<file path="config.mk">
export PLATFORM = sky130hd
export DESIGN_NAME = bus_uart_tx
export DESIGN_NICKNAME = d
export VERILOG_FILES = /design/src/rtl/bus_uart_tx_pkg.sv /design/src/rtl/bus_uart_tx_fifo.sv /design/src/rtl/bus_uart_tx.sv
export SDC_FILE = /design/constraint.sdc
export NUM_CORES = 1
export LEC_CHECK = 0
export BUFFER_PORTS_ARGS = -buffer_cell sky130_fd_sc_hd__buf_2
export CORE_UTILIZATION = 45
export CTS_CLUSTER_SIZE = 30
export DETAILED_ROUTE_END_ITERATION = 6
export PLACE_DENSITY = 0.81
export RECOVER_POWER = 50
export SLEW_MARGIN = 0
export SYNTH_ARGS = -nofsm -noshare
export SYNTH_HDL_FRONTEND = slang
export SYNTH_HIERARCHICAL = 1
export SYNTH_SLANG_ARGS = --single-unit
</file>
<file path="constraint.sdc">
create_clock -name clk -period 2.9 [get_ports clk]
set_input_delay 0.58 -clock clk [delete_from_list [all_inputs] [get_ports clk]]
set_output_delay 0.58 -clock clk [all_outputs]
set_load 0.01 [all_outputs]
</file>
<file path="src/rtl/bus_uart_tx_pkg.sv">
// Shared register map, status layout and FSM encoding
// for the memory-mapped UART transmitter.
package bus_uart_tx_pkg;

  localparam logic [63:0] DEFAULT_BASE_ADDR = 64'h0000_0000_1000_0000;

  localparam logic [4:0] UART_TXDATA = 5'h00;
  localparam logic [4:0] UART_STATUS = 5'h08;
  localparam logic [4:0] UART_CTRL   = 5'h10;

  localparam int ST_BUSY    = 0;
  localparam int ST_FULL    = 1;
  localparam int ST_EMPTY   = 2;
  localparam int ST_OVF     = 3;
  localparam int ST_CNT_LSB = 4;

  typedef enum logic [1:0] {
    S_IDLE  = 2'd0,
    S_START = 2'd1,
    S_DATA  = 2'd2,
    S_STOP  = 2'd3
  } tx_state_t;

endpackage

</file>
<file path="src/rtl/bus_uart_tx_fifo.sv">
// Byte-wide synchronous FIFO, power-of-two depth,
// combinational read of the head entry.
module sync_fifo #(
  parameter int DEPTH = 8
) (
  input  logic                     clk,
  input  logic                     reset,
  input  logic                     push,
  input  logic [7:0]               din,
  input  logic                     pop,
  output logic [7:0]               dout,
  output logic                     full,
  output logic                     empty,
  output logic [$clog2(DEPTH):0]   count
);

  localparam int AW = $clog2(DEPTH);

  logic [7:0]    mem [DEPTH];
  logic [AW-1:0] wr_ptr;
  logic [AW-1:0] rd_ptr;
  logic          do_push;
  logic          do_pop;

  assign full    = count == (AW+1)'(DEPTH);
  assign empty   = count == '0;
  assign do_push = push & ~full;
  assign do_pop  = pop & ~empty;
  assign dout    = mem[rd_ptr];

  always_ff @(posedge clk) begin
    if (do_push) mem[wr_ptr] <= din;
  end

  always_ff @(posedge clk) begin
    if (!reset) begin
      wr_ptr <= '0;
      rd_ptr <= '0;
      count  <= '0;
    end else begin
      if (do_push) wr_ptr <= wr_ptr + 1'b1;
      if (do_pop)  rd_ptr <= rd_ptr + 1'b1;
      unique case ({do_push, do_pop})
        2'b10:   count <= count + 1'b1;
        2'b01:   count <= count - 1'b1;
        default: count <= count;
      endcase
    end
  end

endmodule

</file>
<file path="src/rtl/bus_uart_tx.sv">
// Memory-mapped 8N1 UART transmitter with byte FIFO,
// status/control registers and drain interrupt.
module bus_uart_tx
  import bus_uart_tx_pkg::*;
#(
  parameter logic [63:0] BASE_ADDR    = DEFAULT_BASE_ADDR,
  parameter int          CLKS_PER_BIT = 434,
  parameter int          FIFO_DEPTH   = 8
) (
  input  logic        clk,
  input  logic        reset,
  input  logic [63:0] bus_address,
  input  logic [63:0] bus_write_data,
  input  logic        bus_write_enable,
  input  logic        bus_read_enable,
  output logic [63:0] bus_read_data,
  output logic        uart_tx,
  output logic        irq
);

  localparam int CW = (CLKS_PER_BIT > 1) ? $clog2(CLKS_PER_BIT) : 1;
  localparam int NW = $clog2(FIFO_DEPTH) + 1;
  localparam logic [CW-1:0] BIT_LAST = CW'(CLKS_PER_BIT - 1);

  tx_state_t     state;
  logic [CW-1:0] bit_cnt;
  logic [2:0]    bit_idx;
  logic [7:0]    shift_reg;
  logic          ctrl_ie;
  logic          overflow;

  logic          hit;
  logic [4:0]    off;
  logic          wr_tx;
  logic          wr_ctrl;
  logic          rd_status;
  logic          bit_last;
  logic          pop;
  logic          fifo_full;
  logic          fifo_empty;
  logic [7:0]    fifo_dout;
  logic [NW-1:0] fifo_count;
  logic [63:0]   status;
  logic [63:0]   rdata;
  logic          unused_wdata;

  assign hit       = bus_address[63:5] == BASE_ADDR[63:5];
  assign off       = bus_address[4:0];
  assign wr_tx     = bus_write_enable & hit & (off == UART_TXDATA);
  assign wr_ctrl   = bus_write_enable & hit & (off == UART_CTRL);
  assign rd_status = bus_read_enable & hit & (off == UART_STATUS);
  assign bit_last  = bit_cnt == BIT_LAST;
  assign unused_wdata = ^bus_write_data[63:8];

  // Pop from IDLE, or on the final stop cycle for gapless frames
  assign pop = ~fifo_empty &
               ((state == S_IDLE) |
                ((state == S_STOP) & bit_last));

  sync_fifo #(
    .DEPTH (FIFO_DEPTH)
  ) u_fifo (
    .clk   (clk),
    .reset (reset),
    .push  (wr_tx & ~fifo_full),
    .din   (bus_write_data[7:0]),
    .pop   (pop),
    .dout  (fifo_dout),
    .full  (fifo_full),
    .empty (fifo_empty),
    .count (fifo_count)
  );

  always_comb begin
    status = '0;
    status[ST_BUSY]  = state != S_IDLE;
    status[ST_FULL]  = fifo_full;
    status[ST_EMPTY] = fifo_empty;
    status[ST_OVF]   = overflow;
    status[ST_CNT_LSB +: 8] = 8'(fifo_count);
  end

  always_comb begin
    rdata = '0;
    unique case (1'b1)
      off == UART_STATUS: rdata = status;
      off == UART_CTRL:   rdata = {63'b0, ctrl_ie};
      default:            rdata = '0;
    endcase
  end

  always_ff @(posedge clk) begin
    if (!reset) begin
      bus_read_data <= '0;
      ctrl_ie       <= 1'b0;
      overflow      <= 1'b0;
      irq           <= 1'b0;
    end else begin
      if (bus_read_enable)
        bus_read_data <= hit ? rdata : '0;
      if (wr_ctrl)
        ctrl_ie <= bus_write_data[0];
      if (wr_tx & fifo_full)
        overflow <= 1'b1;
      else if (rd_status)
        overflow <= 1'b0;
      irq <= ctrl_ie & fifo_empty & (state == S_IDLE);
    end
  end

  always_ff @(posedge clk) begin
    if (!reset) begin
      state     <= S_IDLE;
      bit_cnt   <= '0;
      bit_idx   <= '0;
      shift_reg <= '0;
      uart_tx   <= 1'b1;
    end else begin
      unique case (state)
        S_IDLE: begin
          uart_tx <= 1'b1;
          bit_cnt <= '0;
          if (pop) begin
            shift_reg <= fifo_dout;
            state     <= S_START;
            uart_tx   <= 1'b0;
          end
        end
        S_START: begin
          if (bit_last) begin
            bit_cnt <= '0;
            bit_idx <= '0;
            state   <= S_DATA;
            uart_tx <= shift_reg[0];
          end else begin
            bit_cnt <= bit_cnt + 1'b1;
          end
        end
        S_DATA: begin
          if (bit_last) begin
            bit_cnt <= '0;
            if (bit_idx == 3'd7) begin
              state   <= S_STOP;
              uart_tx <= 1'b1;
            end else begin
              bit_idx <= bit_idx + 3'd1;
              uart_tx <= shift_reg[bit_idx + 3'd1];
            end
          end else begin
            bit_cnt <= bit_cnt + 1'b1;
          end
        end
        S_STOP: begin
          if (bit_last) begin
            bit_cnt <= '0;
            if (pop) begin
              shift_reg <= fifo_dout;
              state     <= S_START;
              uart_tx   <= 1'b0;
            end else begin
              state <= S_IDLE;
            end
          end else begin
            bit_cnt <= bit_cnt + 1'b1;
          end
        end
        default: state <= S_IDLE;
      endcase
    end
  end

endmodule

</file>
==> results.yml <==
outcome:
  status: "finished, violations left"
  violations: "design-rule violations"
routing:
  ant_nets: 0
  vias_per_cell: 5.19
  wirelength_microns: 10600
  wl_per_cell_microns: 15.4
  firstDrtPassIters: 6
  vias: 3577
  drc: 11
  drt_iter0_markers: 139
place:
  place_hpwl_microns: 7850
  gp_congestion: 0.897
  place.port_buffers: 85
global_route:
  grt_overflow_total: 0
  antenna_found_initial: 0
  first_global_vias: 3482
  grt_pass1_wl_microns: 16900
  grt_util_all_layers_pct: 17.4
  grt_max_degree: 22
setup_path:
  r2r_cells: 12
  regToRegEndpoint: "u_fifo/count[2]$_SDFFE_PN0P_"
  arrival_ns: 3.09
  setup.worst_path.class: "in -> reg"
  cp-end-kind: "flip-flop"
  required_ns: 3.18
  reg2reg_slack_ns: 0.25
  crit_path_max_fanout: 3
  reg2reg_from: "u_fifo/count[0]$_SDFFE_PN0P_"
  cp-start-kind: "input pin"
floorplanning:
  fp-row-count: 39
  die_x_microns: 112
  die_area_sq_mm: 0.0126
  core_area_sq_mm: 0.0116
  ios: 198
  initial_core_util_pct: 47.0
  die_height_microns: 112
logic_synthesis:
  synth-simple-area-share_pct: 14.6
  avgSynthCellArea_sq_um: 12.9
  synth_top_area_share_pct: 35.2
  netlist_instances: 424
  ys_warn_count: 6
  synth_top_family_by_area: "simple AND/OR/NAND/NOR gates"
  yosys_most_used_dff: "edfxtp_1"
  synth.distinct_cells: 56
  netlist_area_sq_mm: 0.00546
  synth_top_area_cell: "edfxtp_1"
  async_reset_ff_share_pct: 0
  synth_compound_area_share_pct: 5.05
  synth.area.mux_share_pct: 12.9
  synthAdderAreaFrac_pct: 3.21
  synth_top_cells_by_count: "edfxtp_1 (64), buf_4 (56), dfxtp_1 (47)"
  ys_seq_elements: 111
  synthTopCellsByArea: "edfxtp_1 (35%), dfxtp_1 (17%), buf_4 (7.7%), mux4_1 (7.2%), ha_1 (3.2%)"
  synth-edff-count: 64
  seq_area_frac_synth_pct: 52.5
  yosysMostFrequentCell: "edfxtp_1"
  synth_xor_area_share_pct: 2.09
sta:
  finalHoldViolations: 0
  layout_min_cycle_time_ns: 2.81
  slew_viol_final: 0
  setup_tns_ns: 0
  max_freq_mhz: 356
  min_period_over_period_pct: 96.8
  timing.slew.headroom_pct: 35.9
  skew_ns: 0.00901
  setup_viol: 0
  tightest_slew_ns: 0.961
cells_and_area:
  largest_register_ffs: 64
  top_register: "u_fifo/mem"
  nets: 687
  layout-drive-gt1-share_pct: 27.1
  area.growth.synth_to_final_pct: 16.3
  diodes: 0
  finalCoreUtilization_pct: 54.6
  top_regs: "u_fifo/mem (64), bit_cnt (9)"
clock_network:
  cts_htree_levels: 3
  clk_latency_ns: 0.35
  cts-hold-fix-buffers: 0
  cts_buffers: 9
  cts_root_buffer: "clkbuf_16"
  cts_tree: "built"
  clkSinkCount: 111
  cts_max_path_buffers: 2
  clk_pin_slew_worst_paths_ns: 0.07
power:
  p_leak_uw: 0.00242
  power_density_mw_per_mm2: 493
  irDropWorstVdd_mv: 0.514
  power_uw: 3130
hold_path:
  min_path_cells: 2
  hp-start: "uart_tx$_SDFFE_PN1P_"
  min_to: "uart_tx$_SDFFE_PN1P_"
  hold_path_class: "reg -> reg"
job:
  maxCapViolCount: 0
## area by class of cell
type,count,area (sq um)
sequential,111,2860
clock buffer,9,225
clock inverter,7,62.6
tap,143,179
inverter,9,33.8
multi-input combinational,293,2340
fill,929,5270
timing repair buffer,117,639
## per-stage QoR
stage | instance area, sq um | setup slack (ns) | std cells | hold WS (ns)
after floorplan | 5700 | 0.0115 | 479 | 0.441
after global placement | 6040 | -0.223 | 671 | 0.453
after detailed placement | 6040 | -0.296 | 671 | 0.467
after CTS | 6330 | 0.0470 | 687 | 0.479
after global routing | 6340 | -0.0231 | 689 | 0.487
final | 6340 | 0.0931 | 689 | 0.479
## cells by family after synthesis
| logic type | after synthesis |
|---|---|
| xor gates and xnor gates | 13 |
| muxes | 41 |
| other | 1 |
| AOI/OAI and AO/OA | 37 |
| and+or+nand+nor | 132 |
| adders and majority gates | 14 |
| DFF | 111 |
| buffers and inverters | 75 |
## worst max-delay path by stage
stage                          from                            to  slack, ns  cells after the start
detailed placement  bus_address[29]  u_fifo/count[2]$_SDFFE_PN0P_      -0.30                     14
CTS                 bus_address[29]  u_fifo/count[2]$_SDFFE_PN0P_       0.05                     14
global route         bus_address[1]  u_fifo/count[2]$_SDFFE_PN0P_      -0.02                     14
floorplan           bus_address[20]  u_fifo/count[2]$_SDFFE_PN0P_       0.01                     13
finish              bus_address[20]  u_fifo/count[2]$_SDFFE_PN0P_       0.09                     14
global placement    bus_address[20]  u_fifo/count[2]$_SDFFE_PN0P_      -0.22                     14
## layer usage
| metal | track usage [%] | part of all wire [%] | vias up | wire [microns] |
|---|---|---|---|---|
| met1 | 20.5 | 42 | 1739 | 4500 |
| met5 | 0 | 0 | - | 0 |
| met4 | 6.58 | 1.4 | 0 | 149 |
| li1 | - | - | 1717 | - |
| met3 | 4.00 | 4.3 | 12 | 453 |
| met2 | 31.0 | 52 | 109 | 5510 |
## power breakdown
part / switching (uW) / leakage [uW] / internal [uW] / total [uW]
registers: 13.2 / 0.000953 / 1670 / 1690
clock network: 573 / 0.000137 / 598 / 1170
logic: 163 / 0.00133 / 107 / 269
total: 749 / 0.00242 / 2380 / 3130
## critical path, cell delays in order
cell      delay [ns]
buf_2           0.10
nor4_2          0.30
nand4_1         0.20
nor4_2          0.37
nand2_1         0.11
nor2_2          0.13
nand2_2         0.11
ha_4            0.18
xor2_1          0.14
ha_1            0.20
a21oi_2         0.12
xor2_1          0.08
or3_1           0.31
a21boi_1        0.15
## cells in the final DEF (no fill, tap or decap), types with 3 or more instances in the layout
cell	n
nor4_2	10
edfxtp_1	64
clkbuf_16	9
clkbuf_1	19
mux2_2	8
buf_4	31
dfxtp_1	47
a22o_1	7
nor4_1	13
nand2_1	20
and3_1	3
nand3_1	7
mux4_1	15
conb_1	56
nand4_1	8
a21oi_1	6
buf_2	67
nor3_1	5
mux2i_1	15
o21ai_0	4
mux4_2	3
inv_1	8
nand2b_1	6
inv_6	3
ha_1	13
xor2_1	6
nor2_1	18
xnor2_1	7
and2_1	8
nor2b_1	16
a21boi_0	4
## repair_timing
item,CTS,global route
resized for setup,0,9
setup buffers,0,2
setup endpoints to repair,0,2
Note: power is estimated with default switching activity, not from simulation.
